**src/rtl/qs_fifo_thresh_if.sv**
```systemverilog
// Producer/consumer bundle for qs_fifo_thresh.
// The FIFO takes the slave modport. The surrounding logic takes the master modport.
interface qs_fifo_thresh_if #(
  parameter int DATA_W = 8,
  parameter int DEPTH  = 6
);
  localparam int CNT_W = $clog2(DEPTH + 1);

  // Handshake: push_i and pop_i are requests with no ready signal.
  // A push is taken when push_i & (!full_o | pop_i).
  // A pop is taken when pop_i & !empty_o.
  // A request that is not taken has no effect on the data.
  // It raises the matching sticky error flag.
  logic              push_i;
  logic [DATA_W-1:0] push_data_i;
  logic              pop_i;
  logic [DATA_W-1:0] pop_data_o;
  logic [CNT_W-1:0]  count_o;
  logic              full_o;
  logic              empty_o;
  logic              almost_full_o;
  logic              almost_empty_o;
  logic              overflow_o;
  logic              underflow_o;
  logic              err_clr_i;

  modport slave (
    input  push_i, push_data_i, pop_i, err_clr_i,
    output pop_data_o, count_o, full_o, empty_o, almost_full_o, almost_empty_o,
           overflow_o, underflow_o
  );

  modport master (
    output push_i, push_data_i, pop_i, err_clr_i,
    input  pop_data_o, count_o, full_o, empty_o, almost_full_o, almost_empty_o,
           overflow_o, underflow_o
  );
endinterface

```
**src/rtl/qs_fifo_thresh.sv**
```systemverilog
// First-word fall-through FIFO of any depth, with a count and almost-full/almost-empty thresholds.
// Sticky overflow/underflow flags exist only when QS_FIFO_THRESH_ERR_EN is defined.
module qs_fifo_thresh #(
  parameter int DATA_W    = 8,
  parameter int DEPTH     = 6,
  parameter int AF_THRESH = DEPTH - 1,
  parameter int AE_THRESH = 1
) (
  input  logic              clk,
  input  logic              reset_n,
  qs_fifo_thresh_if.slave   bus
);
  localparam int CNT_W = $clog2(DEPTH + 1);
  localparam int PTR_W = ($clog2(DEPTH) > 1) ? $clog2(DEPTH) : 1;
  localparam logic [PTR_W-1:0] PTR_LAST = PTR_W'(DEPTH - 1);

  logic [DATA_W-1:0] mem [DEPTH];
  logic [PTR_W-1:0]  rd_ptr;
  logic [PTR_W-1:0]  wr_ptr;
  logic [CNT_W-1:0]  count;
  logic              full;
  logic              empty;
  logic              push_acc;
  logic              pop_acc;

  assign full  = (count == CNT_W'(DEPTH));
  assign empty = (count == '0);

  // When the FIFO is full, a push is still taken if a pop frees a slot in the same cycle.
  assign push_acc = bus.push_i & (~full | bus.pop_i);
  assign pop_acc  = bus.pop_i & ~empty;

  always_ff @(posedge clk or negedge reset_n) begin
    if (!reset_n) begin
      rd_ptr <= '0;
      wr_ptr <= '0;
      count  <= '0;
    end else begin
      if (push_acc) wr_ptr <= (wr_ptr == PTR_LAST) ? '0 : wr_ptr + 1'b1;
      if (pop_acc)  rd_ptr <= (rd_ptr == PTR_LAST) ? '0 : rd_ptr + 1'b1;
      case ({push_acc, pop_acc})
        2'b10:   count <= count + 1'b1;
        2'b01:   count <= count - 1'b1;
        default: count <= count;
      endcase
    end
  end

  always_ff @(posedge clk) begin
    if (push_acc) mem[wr_ptr] <= bus.push_data_i;
  end

  assign bus.pop_data_o     = mem[rd_ptr];
  assign bus.count_o        = count;
  assign bus.full_o         = full;
  assign bus.empty_o        = empty;
  assign bus.almost_full_o  = (count >= CNT_W'(AF_THRESH));
  assign bus.almost_empty_o = (count <= CNT_W'(AE_THRESH));

`ifdef QS_FIFO_THRESH_ERR_EN
  logic overflow_q;
  logic underflow_q;

  always_ff @(posedge clk or negedge reset_n) begin
    if (!reset_n) begin
      overflow_q  <= 1'b0;
      underflow_q <= 1'b0;
    end else if (bus.err_clr_i) begin
      overflow_q  <= 1'b0;
      underflow_q <= 1'b0;
    end else begin
      if (bus.push_i & ~push_acc) overflow_q  <= 1'b1;
      if (bus.pop_i & ~pop_acc)   underflow_q <= 1'b1;
    end
  end

  assign bus.overflow_o  = overflow_q;
  assign bus.underflow_o = underflow_q;
`else
  logic unused_err_clr;
  assign unused_err_clr  = bus.err_clr_i;
  assign bus.overflow_o  = 1'b0;
  assign bus.underflow_o = 1'b0;
`endif
endmodule

```
**src/flat_wrapper.sv**
```systemverilog
// flat-port wrapper written by rule: the top's interface ports become plain ports
module qs_fifo_thresh_flat 
#(
  parameter int DATA_W    = 8,
  parameter int DEPTH     = 6,
  parameter int AF_THRESH = DEPTH - 1,
  parameter int AE_THRESH = 1
)
  (clk, reset_n, bus_push_i, bus_push_data_i, bus_pop_i, bus_err_clr_i, bus_pop_data_o, bus_count_o, bus_full_o, bus_empty_o, bus_almost_full_o, bus_almost_empty_o, bus_overflow_o, bus_underflow_o);
  qs_fifo_thresh_if #(.DATA_W(DATA_W), .DEPTH(DEPTH)) bus_i ();
  input  logic clk;
  input  logic reset_n;
  input wire logic [$bits(bus_i.push_i)-1:0] bus_push_i;
  input wire logic [$bits(bus_i.push_data_i)-1:0] bus_push_data_i;
  input wire logic [$bits(bus_i.pop_i)-1:0] bus_pop_i;
  input wire logic [$bits(bus_i.err_clr_i)-1:0] bus_err_clr_i;
  output wire logic [$bits(bus_i.pop_data_o)-1:0] bus_pop_data_o;
  output wire logic [$bits(bus_i.count_o)-1:0] bus_count_o;
  output wire logic [$bits(bus_i.full_o)-1:0] bus_full_o;
  output wire logic [$bits(bus_i.empty_o)-1:0] bus_empty_o;
  output wire logic [$bits(bus_i.almost_full_o)-1:0] bus_almost_full_o;
  output wire logic [$bits(bus_i.almost_empty_o)-1:0] bus_almost_empty_o;
  output wire logic [$bits(bus_i.overflow_o)-1:0] bus_overflow_o;
  output wire logic [$bits(bus_i.underflow_o)-1:0] bus_underflow_o;
  assign bus_i.push_i = bus_push_i;
  assign bus_i.push_data_i = bus_push_data_i;
  assign bus_i.pop_i = bus_pop_i;
  assign bus_i.err_clr_i = bus_err_clr_i;
  assign bus_pop_data_o = bus_i.pop_data_o;
  assign bus_count_o = bus_i.count_o;
  assign bus_full_o = bus_i.full_o;
  assign bus_empty_o = bus_i.empty_o;
  assign bus_almost_full_o = bus_i.almost_full_o;
  assign bus_almost_empty_o = bus_i.almost_empty_o;
  assign bus_overflow_o = bus_i.overflow_o;
  assign bus_underflow_o = bus_i.underflow_o;
  qs_fifo_thresh #(.DATA_W(DATA_W), .DEPTH(DEPTH), .AF_THRESH(AF_THRESH), .AE_THRESH(AE_THRESH)) u_core (.clk(clk), .reset_n(reset_n), .bus(bus_i));
endmodule
```
**config.mk**
```make
export PLATFORM = sky130hd
export DESIGN_NAME = qs_fifo_thresh_flat
export DESIGN_NICKNAME = d
export VERILOG_FILES = /design/src/rtl/qs_fifo_thresh_if.sv /design/src/rtl/qs_fifo_thresh.sv /design/src/flat_wrapper.sv
export SDC_FILE = /design/constraint.sdc
export NUM_CORES = 1
export LEC_CHECK = 0
export ABC_AREA = 1
export CELL_PAD_IN_SITES_DETAIL_PLACEMENT = 2
export CELL_PAD_IN_SITES_GLOBAL_PLACEMENT = 2
export CORE_MARGIN = 1.5
export CORE_UTILIZATION = 35
export CTS_BUF_LIST = sky130_fd_sc_hd__clkbuf_2
export CTS_CLUSTER_SIZE = 12
export DETAILED_ROUTE_END_ITERATION = 12
export HOLD_SLACK_MARGIN = 0.1
export PLACE_DENSITY = 0.79
export SYNTH_ARGS = -nofsm -noshare
export SYNTH_HDL_FRONTEND = slang
export SYNTH_SLANG_ARGS = --single-unit
export TNS_END_PERCENT = 20
```
**constraint.sdc**
```tcl
create_clock -name clk -period 4.47 [get_ports clk]
set_clock_uncertainty 0.15 [all_clocks]
set_input_delay 0.447 -clock clk [delete_from_list [all_inputs] [get_ports clk]]
set_output_delay 0.447 -clock clk [all_outputs]
set_load 0.02 [all_outputs]
```
==> results_dict.tcl <==
set metrics [dict create \
    arrival_ps 2670 \
    drt_iter0_drc 52 \
    io_pins 30 \
    clk_latency_ps 450 \
    first_pass_iters 4 \
    grt_overflow 0 \
    core_area_um2 7180 \
    cts_max_level 3 \
    met1_usage 0.208 \
    clock-sinks 57 \
    wirelength_um 6120 \
    leakage_nw 1.30 \
    grt_antenna_before_repair 0 \
    critPathBufInv 2 \
    track_usage 0.173 \
    status "finished clean" \
    max_freq_mhz 307 \
    io_buffer_count 26 \
    slowest_stage "dfrtp_1" \
    cts_tree "yes" \
    rsz0062_at_grt "no" \
    cts-buffers-inserted 9 \
    die_h_um 88.9 \
    die-area_um2 7900 \
    start_util 0.360 \
    hp-class "primary input to async pin" \
    cts-root-buf "clkbuf_2" \
    dp_hpwl_um 4040 \
    met3_usage 0.0280 \
    final_cell_mix "nand2_1 (89), edfxtp_1 (48), inv_1 (30)" \
    ir_drop_uv 273 \
    hold_buffers 0 \
    detail-route-antenna-nets 0 \
    slew_violations 0 \
    critical_path_class "flip-flop to primary output" \
    place.gp.congestion 0.752 \
    crit_fanout 11 \
    placed_area_um2 2920 \
    dr_total_vias 1808 \
    synth.avg_cell_area_um2 10.1 \
    synth-seq-area-share 0.646 \
    clockBufferDepth 2 \
    hold_viol 0 \
    drive_above_1_share 0.0793 \
    final_area_um2 3020 \
    met2_usage 0.304 \
    yosys_warnings 0 \
    cap_violations 0 \
    holdWs_ps 131 \
    n_antenna_cell 0 \
    busiest_layer "met2" \
    critPathTopFamily "buffers and inverters" \
    post-cts-setup-buffer-count 0 \
    final_cells 389 \
    grt_pass1_wl_um 9600 \
    worst_setup_path_end_kind "primary output" \
    ctsResizeCount 0 \
    grt_max_degree 29 \
    powerDensity_nw_per_um2 662 \
    fin_crit_ps 3260 \
    dieWidth_um 88.9 \
    cpMostUsedCell "nand2_1" \
    placed_cells_incl_taps 374 \
    synth_seq_cells 57 \
    r2r_setup_slack_ps 2010 \
    syn_inst 255 \
    path_cells "clkinv_1, nand3_1, nand2_1, nand2_1, nand2_1, clkdlybuf4s50_1" \
    tns_ps 0 \
    worst_path_largest_cell_delay_ps 670 \
    cp-start-kind "flip-flop" \
    remaining_drc_errors 0 \
    final_common_cell "nand2_1" \
    viasPerCell 4.65 \
    clk_pin_slew_worst_paths_ps 160 \
    slew_headroom 0.352 \
    synth_cell_types 24 \
    fp-row-count 31 \
    setup_viol_count_final 0 \
    wire_per_inst_um 15.7 \
    worst_pin_slew_ps 968 \
    finalCritPeriodShare 0.730 \
    syn_area_um2 2580 \
    flow.area_growth_from_synthesis_pct 16.9 \
    cp.required_ps 3870 \
    grt_pass1_vias 1956 \
    fin_nets 305 \
]
==> worst paths after layout <==
| check | from | to | depth (start not counted) |
|---|---|---|---|
| min in group clk | u_core.wr_ptr[1]$_DFFE_PN0P_ | u_core.wr_ptr[1]$_DFFE_PN0P_ | 2 |
| max | u_core.rd_ptr[1]$_DFFE_PN0P_ | bus_pop_data_o[7] | 6 |
| max in group asynchronous | reset_n | u_core.rd_ptr[1]$_DFFE_PN0P_ | 1 |
| min | reset_n | u_core.bus.count_o[1]$_DFFE_PN0P_ | 1 |
| min reg2reg | u_core.wr_ptr[1]$_DFFE_PN0P_ | u_core.wr_ptr[1]$_DFFE_PN0P_ | 2 |
| max reg2reg | u_core.bus.count_o[0]$_DFFE_PN0P_ | u_core.mem[5][0]$_DFFE_PP_ | 5 |
==> synthesized netlist by cell type <==
cell | number | area (µm²)
a21oi_1 | 1 | 5.00
a21oi_4 | 1 | 16.3
a31oi_1 | 1 | 6.26
buf_2 | 3 | 15.0
buf_4 | 3 | 22.5
buf_6 | 3 | 33.8
clkinv_1 | 1 | 3.75
conb_1 | 1 | 3.75
dfrtp_1 | 9 | 225
edfxtp_1 | 48 | 1440
ha_1 | 6 | 75.1
inv_1 | 30 | 113
inv_2 | 2 | 7.51
nand2_1 | 89 | 334
nand2_2 | 1 | 6.26
nand3_1 | 15 | 75.1
nand4_1 | 1 | 6.26
nor2_1 | 20 | 75.1
nor3_1 | 2 | 10.0
o21ai_0 | 10 | 50.1
o21ai_1 | 3 | 15.0
or2_2 | 1 | 6.26
xnor2_1 | 2 | 17.5
xor2_1 | 2 | 17.5
==> sequential cells by signal, summed over array words and instances (netlist names) <==
register and cells:
u_core.mem 48, u_core.bus.count_o 3, u_core.rd_ptr 3, u_core.wr_ptr 3
==> final cells by class <==
class | instances | area [µm²]
fillers | 788 | 4160
flip-flops and latches | 57 | 1670
multi-input cells | 157 | 728
repair buffers | 28 | 275
inverters | 33 | 124
well taps | 99 | 124
clock buffers | 11 | 55.1
clock inverters | 4 | 45.0
==> report_power, final <==
group / leakage [nW] / total, mW / internal [mW] / switching [mW]
Clock: 0.0716 / 0.310 / 0.129 / 0.181
Sequential: 0.545 / 0.764 / 0.690 / 0.0741
Combinational: 0.687 / 0.925 / 0.345 / 0.580
==> through the flow <==
step	total power [mW]	setup WS, ps	util
floorplan	1.37	2250	-
global placement	1.67	1800	0.407
detailed placement	1.72	1720	0.407
CTS	2.03	1200	0.421
global route	2.15	1040	0.421
finish	2.00	1210	0.421
==> routing by layer <==
metal  part of all wire  vias to the layer above  wire length, µm
met4              0.016                        0               99
met1               0.44                      900             2670
met2               0.52                       25             3200
met3              0.024                        9              147
met5                  0                        -                0
li1                   -                      874                -
==> kinds of logic (layout without fill, tap and decap cells) <==
kind of cell | count (synthesis) | after routing | synth area share
AND/OR/NAND/NOR | 129 | 129 | 0.199
flip-flops | 57 | 57 | 0.646
buffers and inverters | 42 | 76 | 0.0756
AO/OA/AOI/OAI | 16 | 16 | 0.0359
adder cells (fa/ha/maj) | 6 | 6 | 0.0291
XOR/XNOR | 4 | 4 | 0.0136
other | 1 | 2 | 0.00145
(Power assumes the default switching activity.)
